==> src/rtl/types_pkg.sv <==
// Shared pipeline types plus the memory-stage state, funct3 encodings and
// the alignment/lane helpers used by the MEM stage.
package types_pkg;

    typedef logic [63:0] dword_t;
    typedef logic [4:0]  reg_t;

    typedef enum logic [1:0] {
        IDLE,
        REQ,
        DONE
    } mem_state_t;

    localparam logic [2:0] F3_B  = 3'b000;
    localparam logic [2:0] F3_H  = 3'b001;
    localparam logic [2:0] F3_W  = 3'b010;
    localparam logic [2:0] F3_D  = 3'b011;
    localparam logic [2:0] F3_BU = 3'b100;
    localparam logic [2:0] F3_HU = 3'b101;
    localparam logic [2:0] F3_WU = 3'b110;

    // Stores only exist for sizes B/H/W/D, so the unsigned encodings count as bad stores.
    function automatic logic is_misaligned(input logic [2:0] funct3,
                                           input logic       is_store,
                                           input logic [2:0] offset);
        logic [2:0] mask;
        case (funct3)
            F3_B, F3_BU: mask = 3'b000;
            F3_H, F3_HU: mask = 3'b001;
            F3_W, F3_WU: mask = 3'b011;
            F3_D:        mask = 3'b111;
            default:     mask = 3'b000;
        endcase
        return (funct3 == 3'b111) || (is_store && funct3[2]) || ((offset & mask) != 3'b000);
    endfunction

    function automatic logic [7:0] store_lanes(input logic [1:0] size,
                                               input logic [2:0] offset);
        logic [7:0] base;
        case (size)
            2'b00:   base = 8'h01;
            2'b01:   base = 8'h03;
            2'b10:   base = 8'h0F;
            default: base = 8'hFF;
        endcase
        return base << offset;
    endfunction

endpackage

==> src/rtl/mem_stage_if.sv <==
// Data-memory request/acknowledge bus between the MEM stage (master) and
// the data memory (slave).
interface mem_stage_if;
    import types_pkg::*;

    logic       dmemREN;
    logic       dmemWEN;
    dword_t     dmemaddr;
    dword_t     dmemstore;
    logic [7:0] dmembyteen;
    logic       dhit;
    dword_t     dmemload;

    modport master (
        output dmemREN, dmemWEN, dmemaddr, dmemstore, dmembyteen,
        input  dhit, dmemload
    );

    modport slave (
        input  dmemREN, dmemWEN, dmemaddr, dmemstore, dmembyteen,
        output dhit, dmemload
    );

endinterface

==> src/rtl/mem_stage_load_format.sv <==
// Extracts the addressed field from a loaded doubleword and sign/zero
// extends it to 64 bits according to funct3.
module mem_load_format
    import types_pkg::*;
(
    input  dword_t     dmemload,
    input  logic [2:0] offset,
    input  logic [2:0] funct3,
    output dword_t     load_ext
);

    dword_t shifted;

    always_comb begin
        shifted  = dmemload >> {offset, 3'b000};
        load_ext = '0;
        case (funct3)
            F3_B:    load_ext = {{56{shifted[7]}},  shifted[7:0]};
            F3_H:    load_ext = {{48{shifted[15]}}, shifted[15:0]};
            F3_W:    load_ext = {{32{shifted[31]}}, shifted[31:0]};
            F3_D:    load_ext = shifted;
            F3_BU:   load_ext = {56'b0, shifted[7:0]};
            F3_HU:   load_ext = {48'b0, shifted[15:0]};
            F3_WU:   load_ext = {32'b0, shifted[31:0]};
            default: load_ext = '0;
        endcase
    end

endmodule

==> src/rtl/mem_stage.sv <==
// MEM stage of the RV64 pipeline: runs the data-memory handshake for loads
// and stores and feeds the MEM/WB latch, stalling until the access completes.
module mem_stage
    import types_pkg::*;
(
    input  logic        CLK,
    input  logic        nRST,

    input  logic        ex_valid,
    input  logic        RegWrite_ex,
    input  logic        MemToReg_ex,
    input  logic        MemRead_ex,
    input  logic        MemWrite_ex,
    input  logic [2:0]  funct3_ex,
    input  reg_t        rd_ex,
    input  dword_t      aluout_ex,
    input  dword_t      storedata_ex,

    mem_stage_if.master dmem,

    output logic        RegWrite_mem,
    output logic        MemToReg_mem,
    output reg_t        rd_mem,
    output dword_t      dmemdata_mem,
    output dword_t      aluout_mem,
    output logic        mem_stall,
    output logic        misaligned_mem
);

    mem_state_t state;

    reg_t       lat_rd;
    logic       lat_regwrite;
    logic       lat_load;
    logic       lat_store;
    logic [2:0] lat_funct3;
    dword_t     lat_addr;
    dword_t     lat_store_data;
    logic [7:0] lat_byteen;
    dword_t     load_data;
    dword_t     load_fmt;

    logic is_mem_op;
    logic ex_misaligned;
    logic accept;

    // MemToReg for loads is implied by MemRead, so the EX copy is not needed.
    logic unused_memtoreg;
    assign unused_memtoreg = MemToReg_ex;

    assign is_mem_op     = ex_valid && (MemRead_ex || MemWrite_ex);
    assign ex_misaligned = is_mem_op && is_misaligned(funct3_ex, MemWrite_ex, aluout_ex[2:0]);
    assign accept        = (state == IDLE) && is_mem_op && !ex_misaligned;

    mem_load_format u_load_format (
        .dmemload (dmem.dmemload),
        .offset   (lat_addr[2:0]),
        .funct3   (lat_funct3),
        .load_ext (load_fmt)
    );

    always_ff @(posedge CLK or negedge nRST) begin
        if (!nRST) begin
            state          <= IDLE;
            lat_rd         <= '0;
            lat_regwrite   <= 1'b0;
            lat_load       <= 1'b0;
            lat_store      <= 1'b0;
            lat_funct3     <= '0;
            lat_addr       <= '0;
            lat_store_data <= '0;
            lat_byteen     <= '0;
            load_data      <= '0;
        end else begin
            case (state)
                IDLE: begin
                    if (accept) begin
                        lat_rd         <= rd_ex;
                        lat_regwrite   <= RegWrite_ex;
                        lat_load       <= MemRead_ex && !MemWrite_ex;
                        lat_store      <= MemWrite_ex;
                        lat_funct3     <= funct3_ex;
                        lat_addr       <= aluout_ex;
                        lat_store_data <= storedata_ex << {aluout_ex[2:0], 3'b000};
                        lat_byteen     <= store_lanes(funct3_ex[1:0], aluout_ex[2:0]);
                        state          <= REQ;
                    end
                end
                REQ: begin
                    if (dmem.dhit) begin
                        load_data <= lat_load ? load_fmt : '0;
                        state     <= DONE;
                    end
                end
                DONE:    state <= IDLE;
                default: state <= IDLE;
            endcase
        end
    end

    // Gating on nRST makes requests and stall fall the instant reset asserts,
    // even while EX/MEM still presents a memory op.
    always_comb begin
        dmem.dmemREN    = 1'b0;
        dmem.dmemWEN    = 1'b0;
        dmem.dmemaddr   = '0;
        dmem.dmemstore  = '0;
        dmem.dmembyteen = '0;
        RegWrite_mem    = 1'b0;
        MemToReg_mem    = 1'b0;
        rd_mem          = '0;
        dmemdata_mem    = '0;
        aluout_mem      = '0;
        mem_stall       = 1'b0;
        misaligned_mem  = 1'b0;
        if (nRST) begin
            case (state)
                IDLE: begin
                    if (ex_valid) begin
                        rd_mem     = rd_ex;
                        aluout_mem = aluout_ex;
                        if (!is_mem_op) begin
                            RegWrite_mem = RegWrite_ex;
                        end else if (ex_misaligned) begin
                            misaligned_mem = 1'b1;
                        end else begin
                            mem_stall = 1'b1;
                        end
                    end
                end
                REQ: begin
                    mem_stall       = 1'b1;
                    dmem.dmemREN    = lat_load;
                    dmem.dmemWEN    = lat_store;
                    dmem.dmemaddr   = {lat_addr[63:3], 3'b000};
                    dmem.dmemstore  = lat_store ? lat_store_data : '0;
                    dmem.dmembyteen = lat_store ? lat_byteen : '0;
                    rd_mem          = lat_rd;
                    aluout_mem      = lat_addr;
                end
                DONE: begin
                    RegWrite_mem = lat_regwrite && lat_load;
                    MemToReg_mem = lat_load;
                    rd_mem       = lat_rd;
                    aluout_mem   = lat_addr;
                    dmemdata_mem = load_data;
                end
                default: ;
            endcase
        end
    end

endmodule

==> src/flat_wrapper.sv <==
// flat-port wrapper written by rule: the top's interface ports become plain ports
module mem_stage_flat import types_pkg::*;
  (CLK, nRST, ex_valid, RegWrite_ex, MemToReg_ex, MemRead_ex, MemWrite_ex, funct3_ex, rd_ex, aluout_ex, storedata_ex, RegWrite_mem, MemToReg_mem, rd_mem, dmemdata_mem, aluout_mem, mem_stall, misaligned_mem, dmem_dmemREN, dmem_dmemWEN, dmem_dmemaddr, dmem_dmemstore, dmem_dmembyteen, dmem_dhit, dmem_dmemload);
  mem_stage_if dmem_i ();
  input  logic CLK;
  input  logic nRST;
  input  logic ex_valid;
  input  logic RegWrite_ex;
  input  logic MemToReg_ex;
  input  logic MemRead_ex;
  input  logic MemWrite_ex;
  input  logic [2:0] funct3_ex;
  input  reg_t rd_ex;
  input  dword_t aluout_ex;
  input  dword_t storedata_ex;
  output logic RegWrite_mem;
  output logic MemToReg_mem;
  output reg_t rd_mem;
  output dword_t dmemdata_mem;
  output dword_t aluout_mem;
  output logic mem_stall;
  output logic misaligned_mem;
  output wire logic [$bits(dmem_i.dmemREN)-1:0] dmem_dmemREN;
  output wire logic [$bits(dmem_i.dmemWEN)-1:0] dmem_dmemWEN;
  output wire logic [$bits(dmem_i.dmemaddr)-1:0] dmem_dmemaddr;
  output wire logic [$bits(dmem_i.dmemstore)-1:0] dmem_dmemstore;
  output wire logic [$bits(dmem_i.dmembyteen)-1:0] dmem_dmembyteen;
  input wire logic [$bits(dmem_i.dhit)-1:0] dmem_dhit;
  input wire logic [$bits(dmem_i.dmemload)-1:0] dmem_dmemload;
  assign dmem_dmemREN = dmem_i.dmemREN;
  assign dmem_dmemWEN = dmem_i.dmemWEN;
  assign dmem_dmemaddr = dmem_i.dmemaddr;
  assign dmem_dmemstore = dmem_i.dmemstore;
  assign dmem_dmembyteen = dmem_i.dmembyteen;
  assign dmem_i.dhit = dmem_dhit;
  assign dmem_i.dmemload = dmem_dmemload;
  mem_stage u_core (.CLK(CLK), .nRST(nRST), .ex_valid(ex_valid), .RegWrite_ex(RegWrite_ex), .MemToReg_ex(MemToReg_ex), .MemRead_ex(MemRead_ex), .MemWrite_ex(MemWrite_ex), .funct3_ex(funct3_ex), .rd_ex(rd_ex), .aluout_ex(aluout_ex), .storedata_ex(storedata_ex), .dmem(dmem_i), .RegWrite_mem(RegWrite_mem), .MemToReg_mem(MemToReg_mem), .rd_mem(rd_mem), .dmemdata_mem(dmemdata_mem), .aluout_mem(aluout_mem), .mem_stall(mem_stall), .misaligned_mem(misaligned_mem));
endmodule
==> config.mk <==
export PLATFORM = sky130hd
export DESIGN_NAME = mem_stage_flat
export DESIGN_NICKNAME = d
export VERILOG_FILES = /design/src/rtl/types_pkg.sv /design/src/rtl/mem_stage_if.sv /design/src/rtl/mem_stage_load_format.sv /design/src/rtl/mem_stage.sv /design/src/flat_wrapper.sv
export SDC_FILE = /design/constraint.sdc
export NUM_CORES = 1
export LEC_CHECK = 0
export BUFFER_PORTS_ARGS = -buffer_cell sky130_fd_sc_hd__buf_2
export CAP_MARGIN = 20
export CORE_ASPECT_RATIO = 1.75
export CORE_MARGIN = 1
export CORE_UTILIZATION = 30
export DETAILED_ROUTE_END_ITERATION = 8
export MAX_ROUTING_LAYER = met4
export PLACE_DENSITY_LB_ADDON = 0.1
export RECOVER_POWER = 50
export SETUP_SLACK_MARGIN = 0.1
export SLEW_MARGIN = 0
export SYNTH_ARGS = -nofsm -noshare
export SYNTH_HDL_FRONTEND = slang
export SYNTH_SLANG_ARGS = --single-unit
==> constraint.sdc <==
create_clock -name CLK -period 3.4 [get_ports CLK]
set_input_delay 0.34 -clock CLK [delete_from_list [all_inputs] [get_ports CLK]]
set_output_delay 0.34 -clock CLK [all_outputs]
set_load 0.02 [all_outputs]
# [Yosys cells after proc, flatten, opt, wreduce, memory -nomap -nowiden]
# Index checks and enable logic that the tools add are counted.
[word_totals] mem_count=0 inputBits=208 reg_bits=213 latch_bits=0 mem_bits_ro=0 ram_bits=0 output_inout_bits=275 word_cells=99
[op_classes] div_mod_pow=0 n_eq_ne=18 n_mul=0 bitwise_logic=1 muxes=45 order_cmp=0 add_sub_neg=0 n_reduce_logical=22 shift=3
[ops] cell="$mux 64" n=10
[ops] cell="$pmux 64 s7" n=1
[ops] cell="$pmux 64 s2" n=1
[ops] cell="$shl 64x6->64" n=1
[ops] cell="$shr 64x6->64" n=1
[ops] cell="$mux 8" n=5
[ops] cell="$pmux 8 s3" n=1
[ops] cell="$eq 3x3->1 const B" n=6
[ops] cell="$mux 1" n=18
[ops] cell="$eq 3x2->1 const B" n=4
[ops] cell="$mux 5" n=2
[ops] cell="$pmux 5 s2" n=1
[ops] cell="$pmux 3 s3" n=1
[ops] cell="$shl 8x3->8" n=1
[ops] cell="$logic_and 1x1->1" n=7
[ops] cell="$eq 3x1->1 const B" n=2
[ops] cell="$reduce_and 2->1" n=3
[ops] cell="$reduce_or 2->1" n=3
[ops] cell="$eq 2x1->1 const B" n=2
[ops] cell="$eq 2x2->1 const B" n=2
[ops] cell="$logic_not 2->1" n=2
[ops] cell="$mux 2" n=2
[ops] cell="$pmux 1 s2" n=2
[ops] cell="$pmux 2 s2" n=1
[ops] cell="7 further kinds" n=10

# [Depth between registers and ports, before layout]
[logic_depth] word_depth=12 ltp_mapped=11 mapped_depth_nobuf=7

# [Cells and area by module]
# From an unflattened synthesis, not the netlist that was laid out.
[unflattened] hier_cells=1603 area_unflattened_um2=14910.6
[by_module_without_submodules] mod="mem_stage" seq_area_each_um2=5330.1 area_each_um2=12376.9 cells_each=1314 instances=1
[by_module_without_submodules] mod="mem_load_format" seq_area_each_um2=0.0 area_each_um2=2533.7 cells_each=289 instances=1

# [Least setup slack after synthesis]
# OpenSTA, ideal clock, no wires.
[synth_timing] path_type="register to output" startpoint="reg u_core.state[1]" endpoint="out RegWrite_mem" path_buffers=2 arrival_time_ns=1.883 setup_slack_ns=1.177 path_stages_with_launch=8 required_time_ns=3.060 path_cell_list="dfrtp_1 inv_1 ha_1 and2_1 clkbuf_1 clkbuf_1 nand3_1 a21boi_0"
[synth_between] elab_chain_len=3 elab_cells_between_ends=4 classes_between="1 x eq/ne; 2 x mux; 1 x reduce/logical"
[synth_lines] item="start, declared" line="mem_stage.sv:30" source="mem_state_t state;"
[synth_lines] item="start signal, assigned" line="mem_stage.sv:64" source="state <= IDLE;"
[synth_lines] item="start signal, assigned" line="mem_stage.sv:86" source="state <= REQ;"
[synth_lines] item="start signal, assigned" line="mem_stage.sv:92" source="state <= DONE;"
[synth_lines] item="$eq 2x2->1 or $logic_not 2->1 (tied branches)" line="mem_stage.sv:117" source="case (state)"
[synth_lines] item="$pmux 1 s2 (*)" line="mem_stage.sv:117"
[synth_lines] item="$mux 1 (*)" line="mem_stage.sv:116" source="if (nRST) begin"
[synth_lines] item="end, declared" line="flat_wrapper.sv:16" source="output logic RegWrite_mem;"
# Every way passes the cells marked *; elsewhere a longest branch is shown, timed or not.

# [Worst setup path in the final report]
[layout_timing] startpoint="reg u_core.lat_addr[1]" endpoint="reg u_core.load_data[26]"
[layout_between] elab_chain_len=3
[layout_lines] item="start, declared" line="mem_stage.sv:37" source="dword_t lat_addr;"
[layout_lines] item="start signal, assigned" line="mem_stage.sv:83" source="lat_addr <= aluout_ex;"
[layout_lines] item="$shr 64x6->64" line="mem_stage_load_format.sv:15" source="shifted = dmemload >> {offset, 3'b000};"
[layout_lines] item="$pmux 64 s7" line="mem_stage_load_format.sv:17" source="case (funct3)"
[layout_lines] item="$mux 64" line="mem_stage.sv:91" source="load_data <= lat_load ? load_fmt : '0;"
[layout_lines] item="end signal, assigned" line="mem_stage.sv:91"
[layout_lines] item="end, declared" line="mem_stage.sv:40" source="dword_t load_data;"
# No other way between the ends.
# A chain may end at the register's enable or synchronous reset.

==> results_dict.tcl <==
set metrics [dict create \
    core_area_um2 45900 \
    max_slew_margin_pct 3.83 \
    start_util_pct 30.4 \
    power.leakage_nw 9.58 \
    pin_count 483 \
    max_freq_ghz 0.317 \
    synth-edff-count 0 \
    drive_above_1_share_pct 28.7 \
    wl_per_cell_um 21.8 \
    crit_path_end_kind "flop" \
    clockBufferDepth 3 \
    grt_usage_pct 24.8 \
    ys.flop_type "dfrtp_1" \
    setup_ws_ns 0.248 \
    p_switching_mw 5.43 \
    drc 0 \
    num-fill-cells 4806 \
    firstDrtPassIters 5 \
    combPwrFrac_pct 43.7 \
    final_cell_mix "475 x buf_2, 296 x nand2_1, 211 x dfrtp_1" \
    ys_warn_count 0 \
    fin_crit_sh_pct 92.7 \
    cp-startpoint "u_core.lat_addr[1]" \
    clk_latency_ns 0.55 \
    final_max_slew_viol_count 0 \
    design_area_um2 18200 \
    met2_usage_pct 44.3 \
    worstHoldStart "aluout_ex[61]" \
    hp-class "input pin to flop" \
    startpoint_type "flop" \
    synthTopCellsByArea "dfrtp_1 38%, nand2_1 8.0%, mux2i_1 6.7%, and3_1 5.8%, a21oi_1 4.4%" \
    ys_types 54 \
    synth_top_area_cell "dfrtp_1" \
    intPower_mw 7.35 \
    grt_util_met3_pct 3.82 \
    fin_nets 2329 \
    fin_tns_setup_ns 0 \
    criticalPathCategory "flop to flop" \
    htreeDepth 1 \
    cp.arrival_ns 3.58 \
    grt_max_degree 147 \
    drtAntennaViolNets 0 \
    cts_tree "built" \
    gr-usage-met1_pct 27.3 \
    vias 14361 \
    synth_top_area_share_pct 38.1 \
    power_density_nw_per_um2 703 \
    die-area_um2 47500 \
    ys_seq_area_share_pct 38.1 \
    cp_max_fo 46 \
    vias_per_cell 5.27 \
    p_sw_share_pct 42.5 \
    path_clk_slew_ns 0.07 \
    place.gp.congestion 0.964 \
    grt_pass1_vias 14020 \
    maxCapViolations 0 \
    pre_cts_ws_ns 0.700 \
    synthesis.area_um2 14000 \
    yosys_register_bits 213 \
    overflow 0 \
    cts_made_buffers 25 \
    mostFrequentLayoutCell "buf_2" \
    period_needed_ns 3.15 \
    outcome "completed" \
    drt-initial-drc-count 959 \
    total_power_mw 12.8 \
    post_dp_cell_area_um2 16800 \
    syn_area_per_cell_um2 8.29 \
    cts_root_buffer "clkbuf_16" \
    setup_viol 0 \
    clock_skew_ns 0.0209 \
    critPathRequiredTime_ns 3.83 \
    rsz0062_at_grt "no" \
    area.growth.synth_to_final_pct 30.0 \
    portBuffers 478 \
    hpwl_um 43000 \
    synthArstFlopShare_pct 100 \
    routed_wl_um 59500 \
    clock-sinks 213 \
    vdd_ir_drop_max_uv 401 \
    die_y_um 288 \
    finalHoldViolCount 0 \
    antenna_found_initial 5 \
    fin_cells 2724 \
    rows 104 \
    rr_startpoint "u_core.lat_addr[1]" \
    post-place-cells 2610 \
    tightest_slew_ns 1.44 \
    syn_inst 1686 \
    die_w_um 165 \
    p_seq_share_pct 33.9 \
    grt_pass1_wl_um 86800 \
    p_clk_share_pct 22.4 \
    busiest_layer "met2" \
]
[power groups by stage]
stage | combinational (mW) | clock [mW] | sequential [mW]
2_1_floorplan | 3.95 | 0 | 4.02
3_3_place_gp | 5.55 | 0 | 4.33
3_5_place_dp | 5.61 | 0 | 4.36
4_1_cts | 5.68 | 2.96 | 4.33
5_1_grt | 6.10 | 3.06 | 4.47
6_report | 5.59 | 2.87 | 4.33
[cell usage after synthesis (2+ instances only)]
| cell type | instances |
|---|---|
| a2111oi_0 | 3 |
| a211oi_1 | 40 |
| a21boi_0 | 2 |
| a21o_1 | 13 |
| a21oi_1 | 122 |
| a221o_1 | 23 |
| a22oi_1 | 78 |
| a2bb2oi_1 | 7 |
| a31oi_1 | 33 |
| and2_1 | 82 |
| and3_1 | 129 |
| buf_1 | 7 |
| buf_2 | 19 |
| buf_4 | 12 |
| buf_6 | 12 |
| clkbuf_1 | 132 |
| dfrtp_1 | 213 |
| ha_1 | 4 |
| inv_1 | 3 |
| mux2_2 | 34 |
| mux2i_1 | 93 |
| mux4_2 | 8 |
| nand2_1 | 297 |
| nand2b_1 | 4 |
| nand3_1 | 6 |
| nand3b_1 | 2 |
| nor2_1 | 161 |
| nor2b_1 | 22 |
| nor3_1 | 3 |
| nor3b_1 | 10 |
| o21a_1 | 12 |
| o21ai_0 | 35 |
| o221ai_1 | 8 |
| o22ai_1 | 10 |
| o31ai_1 | 20 |
| o32ai_1 | 7 |
| or2_2 | 3 |
[worst paths after layout]
check,end,slack [ns],cells after the start
setup / recovery,u_core.load_data[26],0.25,5
hold / removal,u_core.lat_addr[61],0.03,3
setup reg to reg,u_core.load_data[26],0.25,5
hold reg to reg,u_core.lat_byteen[6],0.47,2
max in group asynchronous,u_core.lat_addr[0],0.65,4
min in group asynchronous,u_core.lat_funct3[0],0.26,2
[sequential cells by signal, summed over array words and instances (netlist names)]
signal                 flops
u_core.lat_regwrite        1
u_core.lat_load            1
u_core.lat_funct3          3
u_core.lat_addr           64
u_core.lat_byteen          8
u_core.lat_store_data     64
u_core.state               2
u_core.load_data          64
u_core.lat_rd              5
u_core.lat_store           1
[stage by stage]
| stage | utilization, % | hold slack (ns) |
|---|---|---|
| 2_1_floorplan | - | 0.0444 |
| 6_report | 39.6 | 0.0310 |
| 3_3_place_gp | 36.5 | 0.245 |
| 4_1_cts | 39.7 | 0.00461 |
| 3_5_place_dp | 36.5 | 0.243 |
| 5_1_grt | 39.6 | 0.0222 |
[layer usage]
| layer | routed length (um) | part of all wire, % |
|---|---|---|
| met2 | 31300 | 53 |
| met3 | 3050 | 5.1 |
| met5 | 0 | 0 |
| met1 | 22900 | 39 |
| met4 | 2260 | 3.8 |
[repair_timing]
action | CTS | global route
setup buffers | 0 | 0
gates resized for setup | 0 | 1
endpoints found under the hold margin | 77 | 0
hold buffers | 62 | 0
endpoints found under the setup margin | 0 | 1
[layout make-up]
class / instances / area (um2) / area share, %
Antenna cell: 5 / 12.5 / 0.0688
Clock inverter: 12 / 149 / 0.819
Timing Repair Buffer: 583 / 3420 / 18.8
Tap cell: 583 / 729 / 4.01
Clock buffer: 34 / 699 / 3.85
Sequential cell: 213 / 5330 / 29.3
Multi-Input combinational cell: 1291 / 7820 / 43.0
Inverter: 3 / 11.3 / 0.0620
[cell families (layout without fill, tap and decap cells)]
logic type | count (synthesis) | count (layout) | share of synthesized area (%)
AO/OA/AOI/OAI | 420 | 420 | 20.1
adder cells (fa/ha/maj) | 4 | 4 | 0.358
buffers and inverters | 185 | 632 | 6.10
flip-flops | 213 | 213 | 38.1
multiplexers | 136 | 136 | 10.8
other | 1 | 8 | 0.0268
AND/OR/NAND/NOR | 727 | 728 | 24.5
[critical path: stages (launching register included)]
cell and delay (ns):
dfrtp_2 0.51, clkbuf_2 1.05, mux2_2 0.44, a21oi_1 0.37
o22ai_1 0.27, a221o_1 0.37
(Power assumes the default switching activity.)
